### src/rtl/wb_stage_buffered_pkg.sv
// Shared definitions for the buffered writeback stage.
//   - Default datapath and register-address widths.
//   - Load-size codes carried on in_ld_size.
//   - wb_entry_t: the field layout of one writeback buffer entry
//     (pc, write enable, destination register, final write data) at the
//     default widths. The top level mirrors this layout at its own
//     parameterised widths.
package wb_stage_buffered_pkg;

    localparam int XLEN_DEFAULT = 32;
    localparam int RA_W_DEFAULT = 5;

    localparam logic [1:0] LD_B = 2'b00;
    localparam logic [1:0] LD_H = 2'b01;
    localparam logic [1:0] LD_W = 2'b10;

    typedef struct packed {
        logic [31:0]               pc;
        logic                      w_en;
        logic [RA_W_DEFAULT-1:0]   addr;
        logic [XLEN_DEFAULT-1:0]   data;
    } wb_entry_t;

endpackage

### src/rtl/wb_load_align.sv
// Combinational load-data extraction and extension.
// Ports:
//   rdata        in   raw data RAM word
//   size         in   LD_B / LD_H / LD_W (2'b11 also treated as word)
//   ld_unsigned  in   1 = zero-extend, 0 = sign-extend
//   offset       in   address[1:0]; offset[0] ignored for halves,
//                     whole offset ignored for words
//   data         out  aligned, extended result
module wb_load_align
    import wb_stage_buffered_pkg::*;
#(
    parameter int XLEN = XLEN_DEFAULT
) (
    input  logic [XLEN-1:0] rdata,
    input  logic [1:0]      size,
    input  logic            ld_unsigned,
    input  logic [1:0]      offset,
    output logic [XLEN-1:0] data
);

    logic [7:0]  byte_sel;
    logic [15:0] half_sel;
    logic        byte_fill;
    logic        half_fill;

    assign byte_sel  = rdata[{offset, 3'b000} +: 8];
    assign half_sel  = rdata[{offset[1], 4'b0000} +: 16];
    assign byte_fill = byte_sel[7] & ~ld_unsigned;
    assign half_fill = half_sel[15] & ~ld_unsigned;

    always_comb begin
        data = rdata;
        case (size)
            LD_B:    data = {{(XLEN-8){byte_fill}}, byte_sel};
            LD_H:    data = {{(XLEN-16){half_fill}}, half_sel};
            default: data = rdata;
        endcase
    end

endmodule

### src/rtl/wb_stage_buffered.sv
// Buffered writeback stage: last pipeline stage after MEM.
// Retiring instructions are accepted over mem_to_wb_valid/wb_allow_in into
// an in-order DEPTH-entry buffer; the head drains to the regfile port on
// every cycle rf_w_ready is high. Load data is aligned and extended before
// it is stored, so every buffered entry already holds its final value and
// can be forwarded through the bypass ports without a not-ready state.
// Ports:
//   clk, reset                      clock, asynchronous active-high reset
//   mem_to_wb_valid / wb_allow_in   enqueue handshake
//   in_*                            incoming instruction fields
//   rf_w_ready                      regfile port free this cycle
//   rf_w_en/addr/data               regfile write (addr/data show the head)
//   by_raddr / by_hit / by_data     NUM_BY bypass queries (youngest match)
//   retire_cnt                      retired-instruction counter (wraps)
//   debug_wb_*                      trace view of the retiring entry
module wb_stage_buffered
    import wb_stage_buffered_pkg::*;
#(
    parameter int XLEN   = XLEN_DEFAULT,
    parameter int RA_W   = RA_W_DEFAULT,
    parameter int DEPTH  = 2,
    parameter int NUM_BY = 2
) (
    input  logic                   clk,
    input  logic                   reset,
    input  logic                   mem_to_wb_valid,
    output logic                   wb_allow_in,
    input  logic [31:0]            in_pc,
    input  logic                   in_rf_w_en,
    input  logic [RA_W-1:0]        in_rf_w_addr,
    input  logic                   in_sel_ram,
    input  logic [XLEN-1:0]        in_alu_result,
    input  logic [XLEN-1:0]        in_ram_rdata,
    input  logic [1:0]             in_ld_size,
    input  logic                   in_ld_unsigned,
    input  logic [1:0]             in_ld_offset,
    input  logic                   rf_w_ready,
    output logic                   rf_w_en,
    output logic [RA_W-1:0]        rf_w_addr,
    output logic [XLEN-1:0]        rf_w_data,
    input  logic [NUM_BY*RA_W-1:0] by_raddr,
    output logic [NUM_BY-1:0]      by_hit,
    output logic [NUM_BY*XLEN-1:0] by_data,
    output logic [31:0]            retire_cnt,
    output logic [31:0]            debug_wb_pc,
    output logic [3:0]             debug_wb_rf_wen,
    output logic [4:0]             debug_wb_rf_wnum,
    output logic [31:0]            debug_wb_rf_wdata
);

    localparam int PTR_W = (DEPTH > 1) ? $clog2(DEPTH) : 1;
    localparam int CNT_W = $clog2(DEPTH + 1);

    // Same field layout as wb_entry_t, at this instance's widths.
    typedef struct packed {
        logic [31:0]     pc;
        logic            w_en;
        logic [RA_W-1:0] addr;
        logic [XLEN-1:0] data;
    } entry_t;

    entry_t           entry_mem [DEPTH];
    logic [PTR_W-1:0] rd_ptr_reg;
    logic [PTR_W-1:0] wr_ptr_reg;
    logic [CNT_W-1:0] count_reg;
    logic [31:0]      retire_cnt_reg;

    logic [XLEN-1:0]  ld_data;
    entry_t           in_entry;
    entry_t           head;
    logic             not_empty;
    logic             retire;
    logic             enq;

    function automatic logic [PTR_W-1:0] ptr_inc(input logic [PTR_W-1:0] p);
        if (p == PTR_W'(DEPTH - 1)) begin
            return '0;
        end
        return p + PTR_W'(1);
    endfunction

    wb_load_align #(
        .XLEN(XLEN)
    ) u_load_align (
        .rdata       (in_ram_rdata),
        .size        (in_ld_size),
        .ld_unsigned (in_ld_unsigned),
        .offset      (in_ld_offset),
        .data        (ld_data)
    );

    // r0 entries keep flowing (they retire and count) but never write and
    // carry zero data, so they can never satisfy a bypass lookup.
    always_comb begin
        in_entry.pc   = in_pc;
        in_entry.addr = in_rf_w_addr;
        in_entry.w_en = in_rf_w_en & (in_rf_w_addr != '0);
        if (in_rf_w_addr == '0) begin
            in_entry.data = '0;
        end else if (in_sel_ram) begin
            in_entry.data = ld_data;
        end else begin
            in_entry.data = in_alu_result;
        end
    end

    assign not_empty   = (count_reg != '0);
    assign retire      = not_empty & rf_w_ready;
    // A full buffer can still accept when its head leaves this cycle.
    assign wb_allow_in = (count_reg < CNT_W'(DEPTH)) | retire;
    assign enq         = mem_to_wb_valid & wb_allow_in;
    assign head        = entry_mem[rd_ptr_reg];

    always_ff @(posedge clk or posedge reset) begin
        if (reset) begin
            rd_ptr_reg     <= '0;
            wr_ptr_reg     <= '0;
            count_reg      <= '0;
            retire_cnt_reg <= '0;
        end else begin
            if (enq) begin
                wr_ptr_reg <= ptr_inc(wr_ptr_reg);
            end
            if (retire) begin
                rd_ptr_reg     <= ptr_inc(rd_ptr_reg);
                retire_cnt_reg <= retire_cnt_reg + 32'd1;
            end
            if (enq && !retire) begin
                count_reg <= count_reg + CNT_W'(1);
            end else if (!enq && retire) begin
                count_reg <= count_reg - CNT_W'(1);
            end
        end
    end

    // Entry storage needs no reset: validity is carried by the pointers
    // and count alone.
    always_ff @(posedge clk) begin
        if (enq) begin
            entry_mem[wr_ptr_reg] <= in_entry;
        end
    end

    assign rf_w_en    = retire & head.w_en;
    assign rf_w_addr  = not_empty ? head.addr : '0;
    assign rf_w_data  = not_empty ? head.data : '0;
    assign retire_cnt = retire_cnt_reg;

    assign debug_wb_pc       = retire ? head.pc : 32'd0;
    assign debug_wb_rf_wen   = {4{rf_w_en}};
    assign debug_wb_rf_wnum  = 5'(rf_w_addr);
    assign debug_wb_rf_wdata = 32'(rf_w_data);

    // Each query walks the live entries oldest to youngest; the last match
    // wins, which gives the youngest value. The retiring head is still live.
    for (genvar gi = 0; gi < NUM_BY; gi++) begin : g_bypass
        logic [RA_W-1:0]  query;
        logic             hit;
        logic [XLEN-1:0]  hit_data;
        int               idx;
        logic [PTR_W-1:0] idx_p;

        assign query = by_raddr[gi*RA_W +: RA_W];

        always_comb begin
            hit      = 1'b0;
            hit_data = '0;
            idx      = 0;
            idx_p    = '0;
            for (int k = 0; k < DEPTH; k++) begin
                idx = int'(rd_ptr_reg) + k;
                if (idx >= DEPTH) begin
                    idx = idx - DEPTH;
                end
                idx_p = PTR_W'(idx);
                if ((k < int'(count_reg)) && entry_mem[idx_p].w_en &&
                    (entry_mem[idx_p].addr == query) && (query != '0)) begin
                    hit      = 1'b1;
                    hit_data = entry_mem[idx_p].data;
                end
            end
        end

        assign by_hit[gi]                = hit;
        assign by_data[gi*XLEN +: XLEN]  = hit_data;
    end

endmodule

### config.mk
export PLATFORM = sky130hd
export DESIGN_NAME = wb_stage_buffered
export DESIGN_NICKNAME = d
export VERILOG_FILES = /design/src/rtl/wb_stage_buffered_pkg.sv /design/src/rtl/wb_load_align.sv /design/src/rtl/wb_stage_buffered.sv
export SDC_FILE = /design/constraint.sdc
export NUM_CORES = 1
export LEC_CHECK = 0
export BUFFER_PORTS_ARGS = -buffer_cell sky130_fd_sc_hd__clkbuf_2
export CAP_MARGIN = 20
export CELL_PAD_IN_SITES_DETAIL_PLACEMENT = 0
export CELL_PAD_IN_SITES_GLOBAL_PLACEMENT = 1
export CORE_UTILIZATION = 37
export CTS_BUF_LIST = sky130_fd_sc_hd__clkbuf_4 sky130_fd_sc_hd__clkbuf_8
export CTS_CLUSTER_SIZE = 28
export DETAILED_ROUTE_END_ITERATION = 10
export GPL_TIMING_DRIVEN = 0
export PLACE_DENSITY = 0.89
export SYNTH_ARGS = -nofsm -noshare
export SYNTH_HDL_FRONTEND = slang
export SYNTH_HIERARCHICAL = 1
export SYNTH_SLANG_ARGS = --single-unit
### constraint.sdc
create_clock -name clk -period 4.55 [get_ports clk]
set_input_delay 0 -clock clk [delete_from_list [all_inputs] [get_ports clk]]
set_output_delay 0 -clock clk [all_outputs]
set_load 0.01 [all_outputs]
==> results.md <==
STA:
- For the pin with the worst max-slew slack, the measured transition is 0.9346 ns.
- Static timing analysis puts the maximum clock frequency at 0.3129 GHz.
- The minimum clock period after layout is around 3.2 ns.
- Setup repair after global routing left no endpoint under its margin.
- The worst slew slack as a fraction of its limit is 37.46%.
- The hold violation count in the final report is 0.
- The clock skew is 0.02099 ns.
- The setup violation total in the final timing report is 0.
- The number of max-slew violations in the final report was 0.
- The portion of the clock cycle consumed by the worst path in the final layout is 70.24%.

Synthesis:
- The cell area after synthesis is 10430 um^2.
- The distinct cell type count of the synthesized netlist is 50.
- The gate count after technology mapping is roughly 890.
- Yosys printed 6 warnings.
- The average instance in the mapped netlist occupies 11.79 um^2.
- The net count of the mapped netlist is 1011.
- The share of synthesized area in the top cell type comes to 40.31%.
- Counting flops with a built-in enable in the synthesized netlist gives 140.
- The most frequently used flop master after synthesis is edfxtp_1.
- The cell type with the highest aggregate area in the netlist is edfxtp_1.
- Ranked by total cell area, the synthesized netlist is headed by edfxtp_1, mux2i_1, dfrtp_1.
- The async set-or-reset flop fraction in the synthesized netlist is between 20% and 30%.
- Sequential cells were found to cover 48.94% of the synthesized design area.
- After synthesis the netlist holds a flip-flop and latch count of about 180.

Floorplanning:
- The total die area is 28860 um^2.
- From left edge to right edge, the die measures 169.9 um.
- Once the floorplan was initialized, standard cells occupied 37.54% of the core.
- The vertical die dimension is 169.9 um.
- The top-level port count is ~330.
- The total area inside the core boundary comes to 27780 um^2.
- The floorplan row count is between 60 and 70.

Critical path:
- The critical path launch point type is a flip-flop.
- The end of the worst register-to-register path is entry_mem[0][31].
- The data required time of the worst path is 4.55 ns.
- The largest fanout on the critical path is 10.
- The launch point of the critical path is count_reg[1].
- Data on the critical path arrives at its endpoint at 3.20 ns.
- The cell type group with the largest total delay on the critical path is buffers and inverters.
- Walking the worst path, the cells encountered are inv_1 -> ha_1 -> inv_1 -> nand2_1 -> a2111oi_4 -> buf_2 -> nand3_1 -> mux2i_1 -> clkbuf_2.
- The register-to-register setup slack is 1.95 ns.
- The worst reg2reg path startpoint is count_reg[1].
- In this design, the stage delay of the slowest critical-path cell is 0.58 ns.
- The path length in cells of the critical path is 9.
- By instance count, the cell type seen most on the critical path is inv_1.
- The critical path contains buffers and inverters numbering 4 combined.
- The classification of the worst setup path is flip-flop to output port.
- The worst reg2reg path depth is 8.
- The endpoint type of the worst setup path is an output port.
- The slowest stage cell on the critical path is a2111oi_4.

Power:
- Combinational logic burns between 50% and 60% of the power.
- The internal power contribution is between 4 and 5 mW.
- The net switching power is approximately 2.8 mW.
- The total power density per cell area is a little over 500 nW/um^2.
- The leakage component of the power is about 6.3 nW.
- The sequential power share is around a third.
- The power share of the clock group is roughly 16%.
- The switching share of total power is 40.86%.
- The power consumption is 6.975 mW.
- The largest voltage drop on the vdd net is 0.3019 mV.

Clock network:
- The TritonCTS buffer count is 17.
- Counting every sink on the clock net gives around 180.
- Clock-pin slew was measured on the worst setup and hold paths at 0.10 ns.
- Buffers inserted to repair hold after CTS numbered 60.
- The clock tree synthesis step divided the H-tree into 4 levels.
- The clock latency at the later pin of the worst-skew pair is around 0.47 ns.
- In this run the deepest clock path goes through 2 buffers.
- Buffers added to address setup during post-CTS repair amount to 0.
- The count of cells resized by post-cts repair is 0.
- The cell at the root of the clock tree is clkbuf_8.
- The TritonCTS clock tree is done.

Detailed routing:
- Before antenna repair, the detailed router went through 5 iterations.
- The starting DRC count in detailed routing is 605.
- The per-cell via count in the routed design is 5.036.
- After detailed routing, the number of remaining DRC violations is 0.
- The total wirelength of the detailed-routed design is 31.86 mm.
- Dividing the detail-routed wire length by the instance count gives 18.87 um.
- The routed via count is 8500.
- The number of nets still failing antenna checks after routing is 0.

Status:
- The flow ran to the end, and the final reports show no timing, DRC or antenna violations.

Run:
- The number of maximum-capacitance violations is 0.

Placement:
- Buffers placed on the I/O ports in this run total 329.
- The HPWL after detailed placement is 24.13 mm.
- The placed instance count is 1596.
- The global placement routability congestion is just under 0.9.

Worst hold path:
- The number of instances on the worst hold path is 3.
- The path with the worst hold slack has its endpoint at entry_mem[1][26].
- The start point of the worst hold path is in_alu_result[26].
- The path class of the tightest hold or removal check is input port to flip-flop.

GRT:
- The wire length of the first global-routing pass is 47.30 mm.
- The routing usage on met1 is 28.56%.
- In this run the most used layer during global routing was met2.
- The number of antenna violations at the first check in global routing is 0.
- The met2 track utilization from global routing is approximately 36%.
- Global routing used 21.89% of the available tracks across all layers.
- The met3 track demand over resource in global routing is 4.605%.
- Entering global routing, the biggest net connects 41 pins.
- Summed over all layers, the global routing overflow is 0.
- The number of global-route vias before repair is 8384.

Finish:
- The utilization after layout is 49.18%.
- 0 antenna diodes ended up in the layout.
- The finished layout holds 1688 standard cells, fillers aside.
- Cells with a size suffix above 1 make up 38.17% of the layout.
- After the last flow step, the layout net total stands at between 1k and 1.5k.
- The register with the most flip-flops in the layout has 140 of them.
- Compared with the post-synthesis result, the final layout area differs by 31.00%.
==> layout by cell type, fill, tap and decap left out, types with 3 or more instances in the layout <==
cell type | netlist | routed
clkbuf_2 | 0 | 329
mux2i_1 | 172 | 172
edfxtp_1 | 140 | 140
nor2_1 | 86 | 85
nand3_1 | 63 | 63
dlygate4sd3_1 | 0 | 60
buf_4 | 44 | 44
xnor2_1 | 43 | 43
nand2_1 | 40 | 40
mux2_2 | 38 | 38
dfrtp_1 | 36 | 36
and2_1 | 33 | 33
nand4_1 | 24 | 24
buf_2 | 19 | 19
clkbuf_1 | 17 | 17
o21ai_0 | 17 | 17
clkbuf_8 | 0 | 17
a221o_1 | 12 | 12
xor2_1 | 11 | 11
buf_6 | 11 | 11
inv_1 | 8 | 8
a22o_1 | 8 | 8
buf_1 | 5 | 5
and4b_1 | 5 | 5
inv_8 | 0 | 5
and3_1 | 5 | 4
and4_1 | 4 | 4
ha_1 | 4 | 4
clkinv_4 | 0 | 4
or3_1 | 3 | 3
nor3_1 | 3 | 3
mux2i_4 | 3 | 3
a21oi_1 | 3 | 3
inv_6 | 0 | 3
o221a_2 | 3 | 3
==> layer usage <==
layer / part of all wire [%] / wire, um
met1: 44 / 13930
met2: 48 / 15410
met3: 5.4 / 1709
met4: 2.5 / 802
met5: 0 / 0
==> power by group through the flow <==
stage / sequential (mW) / combinational (mW) / clock (mW)
finish: 2.28 / 3.57 / 1.12
global route: 2.31 / 3.85 / 1.21
CTS: 2.28 / 3.59 / 1.14
detailed placement: 2.32 / 3.53 / 0
global placement: 2.33 / 3.46 / 0
floorplan: 2.31 / 2.27 / 0
==> cell usage after synthesis (4+ instances only) <==
| cell type | number |
|---|---|
| ha_1 | 4 |
| buf_1 | 5 |
| mux2i_1 | 172 |
| and3_1 | 5 |
| and4_1 | 4 |
| xnor2_1 | 43 |
| and4b_1 | 5 |
| o21ai_0 | 17 |
| a22o_1 | 8 |
| nand3_1 | 63 |
| dfrtp_1 | 36 |
| buf_4 | 44 |
| edfxtp_1 | 140 |
| inv_1 | 8 |
| and2_1 | 33 |
| clkbuf_1 | 17 |
| nor2_1 | 86 |
| nand4_1 | 24 |
| buf_6 | 11 |
| buf_2 | 19 |
| xor2_1 | 11 |
| mux2_2 | 38 |
| a221o_1 | 12 |
| nand2_1 | 40 |
==> metrics by stage <==
step	area, um^2	hold WS (ns)	setup slack [ns]	setup TNS, ns
floorplan	10430	0.09887	1.094	0
global placement	12550	0.1899	-0.2499	-17.21
detailed placement	12660	0.1929	1.833	0
CTS	13660	0.01215	1.307	0
global route	13660	0.01070	1.138	0
finish	13660	0.02087	1.354	0
==> worst max path at each step <==
| stage | to | slack (ns) |
|---|---|---|
| 6_report | by_data[18] | 1.35 |
| 5_1_grt | by_data[18] | 1.14 |
| 4_1_cts | by_data[18] | 1.31 |
| 3_5_place_dp | by_data[18] | 1.83 |
| 3_3_place_gp | entry_mem[0][28] | -0.25 |
| 2_1_floorplan | entry_mem[0][0] | 1.09 |
==> layout make-up <==
type	count	area, um^2
clock buffers	18	241.5
multi-input cells	603	4664
plain buffers	97	639.4
fillers	2581	14120
repair buffers	393	2342
well taps	378	473.0
clock inverters	14	163.9
inverters	9	33.78
flip-flops and latches	176	5105
==> worst min-delay path, cell delays in order <==
cell      delay, ns
clkbuf_2       0.10
mux2i_1        0.06
nor2_1         0.17
==> kinds of logic (layout without fill, tap and decap cells) <==
logic type	Yosys count	count (layout)	share of synthesized area, %
compound gates	49	49	3.935
mux	215	215	21.60
fa+ha+maj	4	4	0.4799
buf+inv	106	531	6.454
xor+xnor	55	55	4.691
flops	176	176	48.94
simple gates	280	280	13.89
Power figures use the tool's default switching activity.
